--- config.mk ---
export PLATFORM = sky130hd
export DESIGN_NAME = adc_stream_merger
export DESIGN_NICKNAME = d
export VERILOG_FILES = /design/src/rtl/adc_stream_merger_pkg.sv /design/src/rtl/rr_arbiter.sv /design/src/rtl/adc_stream_merger.sv
export SDC_FILE = /design/constraint.sdc
export NUM_CORES = 1
export LEC_CHECK = 0
export ABC_CLOCK_PERIOD_IN_PS = 5500
export CORE_MARGIN = 2
export CORE_UTILIZATION = 33
export CTS_BUF_LIST = sky130_fd_sc_hd__clkbuf_8
export DETAILED_ROUTE_END_ITERATION = 10
export DONT_BUFFER_PORTS = 1
export PLACE_DENSITY = 0.55
export RECOVER_POWER = 50
export SLEW_MARGIN = 20
export SYNTH_ARGS = -nofsm -noshare
export SYNTH_HDL_FRONTEND = slang
export SYNTH_SLANG_ARGS = --single-unit
--- constraint.sdc ---
create_clock -name CLK100MHz -period 5.5 [get_ports CLK100MHz]
set_input_delay 0.55 -clock CLK100MHz [delete_from_list [all_inputs] [get_ports CLK100MHz]]
set_output_delay 0.55 -clock CLK100MHz [all_outputs]
set_load 0.01 [all_outputs]
--- src/rtl/adc_stream_merger_pkg.sv ---
// Shared types for the ADC stream merger: FSM state encoding and counter width.
package adc_stream_merger_pkg;
  localparam int CNT_W = 32;

  typedef enum logic [1:0] {
    ST_IDLE,
    ST_RUN,
    ST_FLUSH
  } state_t;
endpackage

--- src/rtl/rr_arbiter.sv ---
// Combinational round-robin arbiter: first request at or above ptr, wrapping modulo N.
module rr_arbiter
  import adc_stream_merger_pkg::*;
#(
  parameter  int N  = 8,
  localparam int PW = (N > 1) ? $clog2(N) : 1
) (
  input  logic [N-1:0]  req,
  input  logic [PW-1:0] ptr,
  output logic [N-1:0]  gnt,
  output logic [PW-1:0] idx,
  output logic          any
);
  int j;
  logic [PW-1:0] jj;

  always_comb begin
    gnt = '0;
    idx = '0;
    any = 1'b0;
    j   = 0;
    jj  = '0;
    for (int i = 0; i < N; i++) begin
      j = int'(ptr) + i;
      if (j >= N) j = j - N;
      jj = PW'(j);
      if (!any && req[jj]) begin
        any     = 1'b1;
        idx     = jj;
        gnt[jj] = 1'b1;
      end
    end
  end
endmodule

--- src/rtl/adc_stream_merger.sv ---
// Merges NUM_STREAMS ADC AXIS inputs into fixed-length packets on one AXIS master,
// round-robin between valid streams, one word per cycle when the sink keeps up.
module adc_stream_merger
  import adc_stream_merger_pkg::*;
#(
  parameter int AXIS_BYTES  = 4,
  parameter int NUM_STREAMS = 8,
  parameter int TDEST_WIDTH = 8
) (
  input  logic                                 CLK100MHz,
  input  logic                                 ARESETN,
  input  logic                                 enable,
  input  logic [31:0]                          words_to_send,
  input  logic [NUM_STREAMS*AXIS_BYTES*8-1:0]  s_axis_tdata,
  input  logic [NUM_STREAMS*TDEST_WIDTH-1:0]   s_axis_tdest,
  input  logic [NUM_STREAMS-1:0]               s_axis_tvalid,
  output logic [NUM_STREAMS-1:0]               s_axis_tready,
  output logic [AXIS_BYTES*8-1:0]              m_axis_tdata,
  output logic [TDEST_WIDTH-1:0]               m_axis_tdest,
  output logic [AXIS_BYTES-1:0]                m_axis_tkeep,
  output logic                                 m_axis_tvalid,
  output logic                                 m_axis_tlast,
  input  logic                                 m_axis_tready,
  output logic                                 busy,
  output logic [31:0]                          packets_done
);
  localparam int DW = AXIS_BYTES * 8;
  localparam int PW = (NUM_STREAMS > 1) ? $clog2(NUM_STREAMS) : 1;

  logic [NUM_STREAMS-1:0][DW-1:0]          lane_data;
  logic [NUM_STREAMS-1:0][TDEST_WIDTH-1:0] lane_dest;
  assign lane_data = s_axis_tdata;
  assign lane_dest = s_axis_tdest;

  state_t           state;
  logic [PW-1:0]    ptr;
  logic [CNT_W-1:0] len, cnt;

  logic [NUM_STREAMS-1:0] gnt;
  logic [PW-1:0]          gnt_idx;
  logic                   gnt_any;

  rr_arbiter #(.N(NUM_STREAMS)) u_arb (
    .req (s_axis_tvalid),
    .ptr (ptr),
    .gnt (gnt),
    .idx (gnt_idx),
    .any (gnt_any)
  );

  logic can_load, accept, last_word;
  assign can_load      = !m_axis_tvalid || m_axis_tready;
  assign accept        = (state == ST_RUN) && can_load && gnt_any;
  assign last_word     = (cnt == len - 1'b1);
  assign s_axis_tready = accept ? gnt : '0;
  assign m_axis_tkeep  = '1;
  assign busy          = (state != ST_IDLE);

  always_ff @(posedge CLK100MHz or negedge ARESETN) begin
    if (!ARESETN) begin
      state         <= ST_IDLE;
      ptr           <= '0;
      len           <= '0;
      cnt           <= '0;
      packets_done  <= '0;
      m_axis_tvalid <= 1'b0;
      m_axis_tlast  <= 1'b0;
      m_axis_tdata  <= '0;
      m_axis_tdest  <= '0;
    end else begin
      case (state)
        ST_IDLE: begin
          if (enable && words_to_send != '0) begin
            len   <= words_to_send;
            cnt   <= '0;
            state <= ST_RUN;
          end
        end
        ST_RUN: begin
          if (accept) begin
            m_axis_tdata  <= lane_data[gnt_idx];
            m_axis_tdest  <= lane_dest[gnt_idx];
            m_axis_tvalid <= 1'b1;
            m_axis_tlast  <= last_word;
            cnt           <= cnt + 1'b1;
            ptr           <= (gnt_idx == PW'(NUM_STREAMS - 1)) ? '0 : gnt_idx + 1'b1;
            if (last_word) state <= ST_FLUSH;
          end else if (m_axis_tready) begin
            // previous word drained and nothing valid to replace it
            m_axis_tvalid <= 1'b0;
          end
        end
        ST_FLUSH: begin
          if (m_axis_tvalid && m_axis_tready) begin
            m_axis_tvalid <= 1'b0;
            m_axis_tlast  <= 1'b0;
            packets_done  <= packets_done + 1'b1;
            state         <= ST_IDLE;
          end
        end
        default: state <= ST_IDLE;
      endcase
    end
  end
endmodule

==> impl_metrics.ini, run 1 <==
[timing]
slew_violations = 144
hold_viol_final = 0
finalCriticalPeriod_ps = 4730
period_share_pct = 86.0
setup_viol_count_final = 0
worstMarginPinSlew_ps = 3790
setup_tns_ps = 0
max_freq_mhz = 211
timing.hold.ws_ps = 216
grt_setup_unrepaired = false
clock_skew_ps = 15.3
max_slew_margin_pct = -153

[critical_path]
reg2reg_depth = 10
path_max_fanout = 29
worstSetupPathType = register to primary output
crit_arrival_ps = 4180
required_ps = 4950
end_kind = primary output
cp-start-kind = register

[flow_run]
maxCapViolCount = 1

[cts]
cts_buffers = 17
cts-root-buf = clkbuf_8
clk_pin_slew_ps = 90
cts_htree_levels = 4
cts.sinks = 143
clk_latency_ps = 480
clock_path_buffers = 2
post_cts_buffers = 0
cts_tree = done

[global_routing]
grt_overflow = 0
antenna_found_initial = 13
grt_pass1_vias = 10600
grt_usage_pct = 22.1
grt_pass1_wl_mm = 66.0
grt_start_max_net_pins = 144

[drt]
vias_per_cell = 6.08
vias = 10900
drtIter0Drc = 665
drc = 0
drt_pre_antenna_iters = 5
wl_per_cell_um = 24.9
postRouteAntennaNets = 0
totalWireLength_mm = 44.6

[logic_synthesis]
yosys_warnings = 0
yosysMostFrequentCell = dfrtp_1
yosys.cell_types.count = 77
synth_edf_count = 0
synth_top_area_share_pct = 28.9
ys.flop_type = dfrtp_1
synth.largest_area_cell = dfrtp_1
synth_area_um2 = 12400
synth_common_cells = dfrtp_1 (143), a211oi_1 (128), nand2_1 (105)
synthArstFlopShare_pct = 100
ys_seq_elements = 143
ys_seq_area_share_pct = 28.9
synthesis.instances = 1357
synth.area.top_cells = dfrtp_1 (29%), mux2i_1 (8.3%), a211oi_1 (7.8%)
syn_area_per_cell_um2 = 9.11

[cells_and_area]
n_fill_cell = 3789
instances_no_fill = 1789
final_layout_size_suffix_gt1_share_pct = 14.3
syn2layout_area_growth_pct = 7.15
final_area_um2 = 13300
multiInputGateArea_um2 = 8100
nets = 1674
seqCellArea_um2 = 3580

[die]
die_w_um = 198
rows = 70
start_util_pct = 33.6
pin_count = 451
dieHeight_um = 198
coreArea_um2 = 36800
die-area_um2 = 39000

[worst_hold_path]
hold_path_class = primary input to register
whs_path_depth = 1

[pwr]
p_per_area_nw_per_um2 = 701
worst_ir_drop_vdd_mv = 1.37
leakagePower_nw = 5.42

[placed_design]
io_buffers = 0
place_area_um2 = 12800
dp_hpwl_mm = 34.1
placedCellCount = 1744
place_congestion = 0.899

[outcome]
outcome = complete, but fails checks
failed_checks = max-capacitance violations, max-slew violations
## power breakdown
group | internal [mW] | switching (mW)
Sequential | 1.26 | 0.278
Combinational | 2.89 | 3.93
Clock | 0.424 | 0.498
## timing repair
| item | 4_1_cts | 5_1_grt |
|---|---|---|
| hold buffers | 1 | 0 |
| hold endpoints to repair | 143 | 0 |
| resized for setup | 0 | 0 |
## critical path: stages (launching register included)
cell and delay (ps):
dfrtp_1 360, inv_1 90, ha_1 570, mux4_2 640, mux2i_2 370, and4_1 310
or3b_1 420, nand3_2 240, buf_4 390, a211oi_1 90, buf_4 190
## registers in the layout, indices dropped and copies added (netlist names)
register       cells
cnt               32
len               32
m_axis_tdata      32
m_axis_tdest       8
m_axis_tlast       1
m_axis_tvalid      1
packets_done      32
ptr                3
state              2
## cell type report
type,instances,share of cell area (%)
multi-input combinational,1040,61.2
sequential,143,27.0
tap,468,4.42
timing repair buffer,39,2.57
clock buffer,18,1.87
inverter,55,1.56
clock inverter,14,1.19
antenna,12,0.227
## per-layer routing
layer | share of wire (%) | track usage [%] | up-vias
met5 | 0.076 | 0 | -
met4 | 1.6 | 6.29 | 6
met3 | 7.8 | 6.64 | 37
met2 | 50 | 37.2 | 414
met1 | 41 | 27.3 | 5368
li1 | - | - | 5047
## path summary, 6_finish.rpt
check | start | to | slack, ps
max in group asynchronous | ARESETN | ptr[0]$_DFFE_PN0P_ | 1770
worst min-delay path | words_to_send[1] | len[1]$_DFFE_PN0P_ | 220
worst max register to register | ptr[0]$_DFFE_PN0P_ | m_axis_tdata[26]$_DFFE_PN0P_ | 920
worst min register to register | packets_done[31]$_DFFE_PN0P_ | packets_done[31]$_DFFE_PN0P_ | 550
worst max-delay path | ptr[1]$_DFFE_PN0P_ | s_axis_tready[6] | 770
min in group asynchronous | ARESETN | cnt[11]$_DFFE_PN0P_ | 1350
## cells by family after synthesis
| group | synth area share [%] |
|---|---|
| buffers and inverters | 6.20 |
| flip-flops | 28.9 |
| AO/OA/AOI/OAI | 20.9 |
| multiplexers | 21.7 |
| other | 0.0303 |
| XOR/XNOR | 6.86 |
| AND/OR/NAND/NOR | 13.9 |
| adder cells (fa/ha/maj) | 1.42 |
## per-stage QoR
step           power (mW)  util, %  worst slack, ps
2_1_floorplan        6.88        -              884
3_3_place_gp         8.27     34.8             1070
3_5_place_dp         8.36     34.8              909
4_1_cts              9.34     36.0              693
5_1_grt              9.97     36.0              447
6_report             9.28     36.0              769
## cell usage in the layout (no fill, tap or decap), types with 29 or more instances in the layout
cell and n:
o211ai_1 45, xnor2_1 48, a211oi_1 128, mux2_2 75
inv_1 53, buf_4 34, nor2_1 67, xor2_1 47
nand2_1 105, mux2_1 43, nand3_1 29, dfrtp_1 142
mux2i_1 102, a31oi_1 47, a311oi_1 40
Note: power is estimated with default switching activity, not from simulation.
==> run 2, diff against run 1 <==
--- a/config.mk
+++ b/config.mk
@@ -6,14 +6,11 @@
 export NUM_CORES = 1
 export LEC_CHECK = 0
 export ABC_CLOCK_PERIOD_IN_PS = 5500
-export CORE_MARGIN = 2
 export CORE_UTILIZATION = 33
-export CTS_BUF_LIST = sky130_fd_sc_hd__clkbuf_8
 export DETAILED_ROUTE_END_ITERATION = 10
 export DONT_BUFFER_PORTS = 1
 export PLACE_DENSITY = 0.55
 export RECOVER_POWER = 50
-export SLEW_MARGIN = 20
 export SYNTH_ARGS = -nofsm -noshare
 export SYNTH_HDL_FRONTEND = slang
 export SYNTH_SLANG_ARGS = --single-unit
==> impl_metrics.ini, run 2 (synthesis gave the netlist of run 1 again) <==
[pwr]
p_int_mw = 4.71
totalPowerFinal_mw = 9.53
worst_ir_drop_vdd_mv = 1.62
switchingPower_mw = 4.82
clkPwrFrac_pct = 12.3
switching_share_pct = 50.6
combPwrFrac_pct = 71.5
p_per_area_nw_per_um2 = 715
p_seq_share_pct = 16.2
leakagePower_nw = 5.47

[cts]
clk_latency_ps = 440
cts_buffers = 17
cts.sinks = 143
cts_htree_levels = 4
clock_path_buffers = 2
cts-root-buf = clkbuf_16
clk_pin_slew_ps = 70
post_cts_buffers = 0
cts_tree = done

[timing]
max_slew_margin_pct = -154
hold_viol_final = 0
worstMarginPinSlew_ps = 3820
finalCriticalPeriod_ps = 5180
setup_viol_count_final = 0
period_share_pct = 94.2
grt_setup_unrepaired = false
setup_tns_ps = 0
clock_skew_ps = 14.2
slew_violations = 144
max_freq_mhz = 193

[cells_and_area]
layout_commonest_cell = dfrtp_1
n_fill_cell = 3747
instances_no_fill = 1780
layout_common_cells = dfrtp_1 (142), a211oi_1 (128), nand2_1 (105)
multiInputGateArea_um2 = 8120
final_layout_size_suffix_gt1_share_pct = 13.9
seqCellArea_um2 = 3580
syn2layout_area_growth_pct = 7.88
nets = 1668

[die]
coreArea_um2 = 36700
die_w_um = 196
pin_count = 451
die-area_um2 = 38200
start_util_pct = 33.7
rows = 70
dieHeight_um = 196

[placed_design]
place_congestion = 0.885
io_buffers = 0
dp_hpwl_mm = 33.1
placedCellCount = 1737

[critical_path]
cp_top_family = compound AO/OA/AOI/OAI gates
cpPeakStageDelay_ps = 700
crit_chain = inv_1, ha_1, mux4_2, mux2i_2, o211ai_1, o21bai_4, a21o_2, and2_4, buf_12, mux2_1, a31oi_1, o211ai_1
cp-start-kind = register
crit_arrival_ps = 5470
cp_num_buf_inv = 2
required_ps = 5790
end_kind = register
reg2reg_depth = 12
path_max_fanout = 97
crit_slowest_cell = o21bai_4
crit_cells = 12
critical_path.most_common_cell = o211ai_1
worstSetupPathType = register to register

[drt]
wl_per_cell_um = 25.1
drtIter0Drc = 675
totalWireLength_mm = 44.6
postRouteAntennaNets = 0
drt_pre_antenna_iters = 5
vias = 11000
vias_per_cell = 6.19
drc = 0

[global_routing]
antenna_found_initial = 12
grt_pass1_vias = 10700
grt_start_max_net_pins = 144
grt_overflow = 0
grt_usage_pct = 22.6
grt_pass1_wl_mm = 66.0

[outcome]
outcome = complete, but fails checks
failed_checks = max-capacitance violations, max-slew violations

[flow_run]
maxCapViolCount = 1

[worst_hold_path]
whs_path_depth = 1
hold_path_class = primary input to register
run 2: cell types whose count changed in the layout (fill, tap and decap cells not counted), sizes merged:
cell      before  now
bufinv         2    1
clkinvlp       4    1
diode         12   10
o21bai         4    5
inv           60   58
clkbuf        19   21
buf           38   31
clkinv         3    6
run 2: per-layer routing:
metal / vias to the layer above / wire length, um / share of wire (%) / global-route usage, %
met5: - / 40 / 0.090 / 0
met1: 5458 / 18200 / 41 / 27.5
li1: 5039 / - / - / -
met4: 6 / 874 / 2.0 / 7.64
met2: 460 / 22400 / 50 / 38.6
met3: 54 / 3160 / 7.1 / 5.75
run 2: what timing repair did:
action | in CTS | in global routing
endpoints found under the hold margin | 143 | 0
hold buffers | 1 | 0
setup endpoints to repair | 0 | 19
gates resized for setup | 0 | 1
run 2: layout make-up:
class,count,share of cell area [%]
diodes,10,0.188
clock buffers,20,3.50
clock inverters,11,0.807
inverters,55,1.55
multi-input cells,1041,60.9
flip-flops and latches,143,26.8
well taps,468,4.39
repair buffers,32,1.88
run 2: through the flow:
step	cell area [um2]	hold WS, ps	worst slack (ps)	util (%)
finish	13300	265	318	36.4
global route	13300	231	28.0	36.3
global placement	12700	257	436	34.7
floorplan	12400	254	884	-
detailed placement	12700	259	222	34.7
CTS	13300	143	197	36.3
run 2: final timing paths:
check | end | from | slack [ps]
max | m_axis_tdata[27]$_DFFE_PN0P_ | ptr[1]$_DFFE_PN0P_ | 320
min | len[2]$_DFFE_PN0P_ | words_to_send[2] | 260
max reg2reg | m_axis_tdata[27]$_DFFE_PN0P_ | ptr[1]$_DFFE_PN0P_ | 320
min reg2reg | packets_done[30]$_DFFE_PN0P_ | packets_done[30]$_DFFE_PN0P_ | 550
max in group asynchronous | ptr[0]$_DFFE_PN0P_ | ARESETN | 1660
min in group asynchronous | cnt[18]$_DFFE_PN0P_ | ARESETN | 1410
run 2: power by group through the flow:
stage	clock [mW]	combinational [mW]	sequential [mW]
floorplan	0	5.43	1.45
global placement	0	6.62	1.56
detailed placement	0	6.72	1.56
CTS	1.21	6.75	1.54
global route	1.26	7.35	1.56
finish	1.17	6.82	1.55
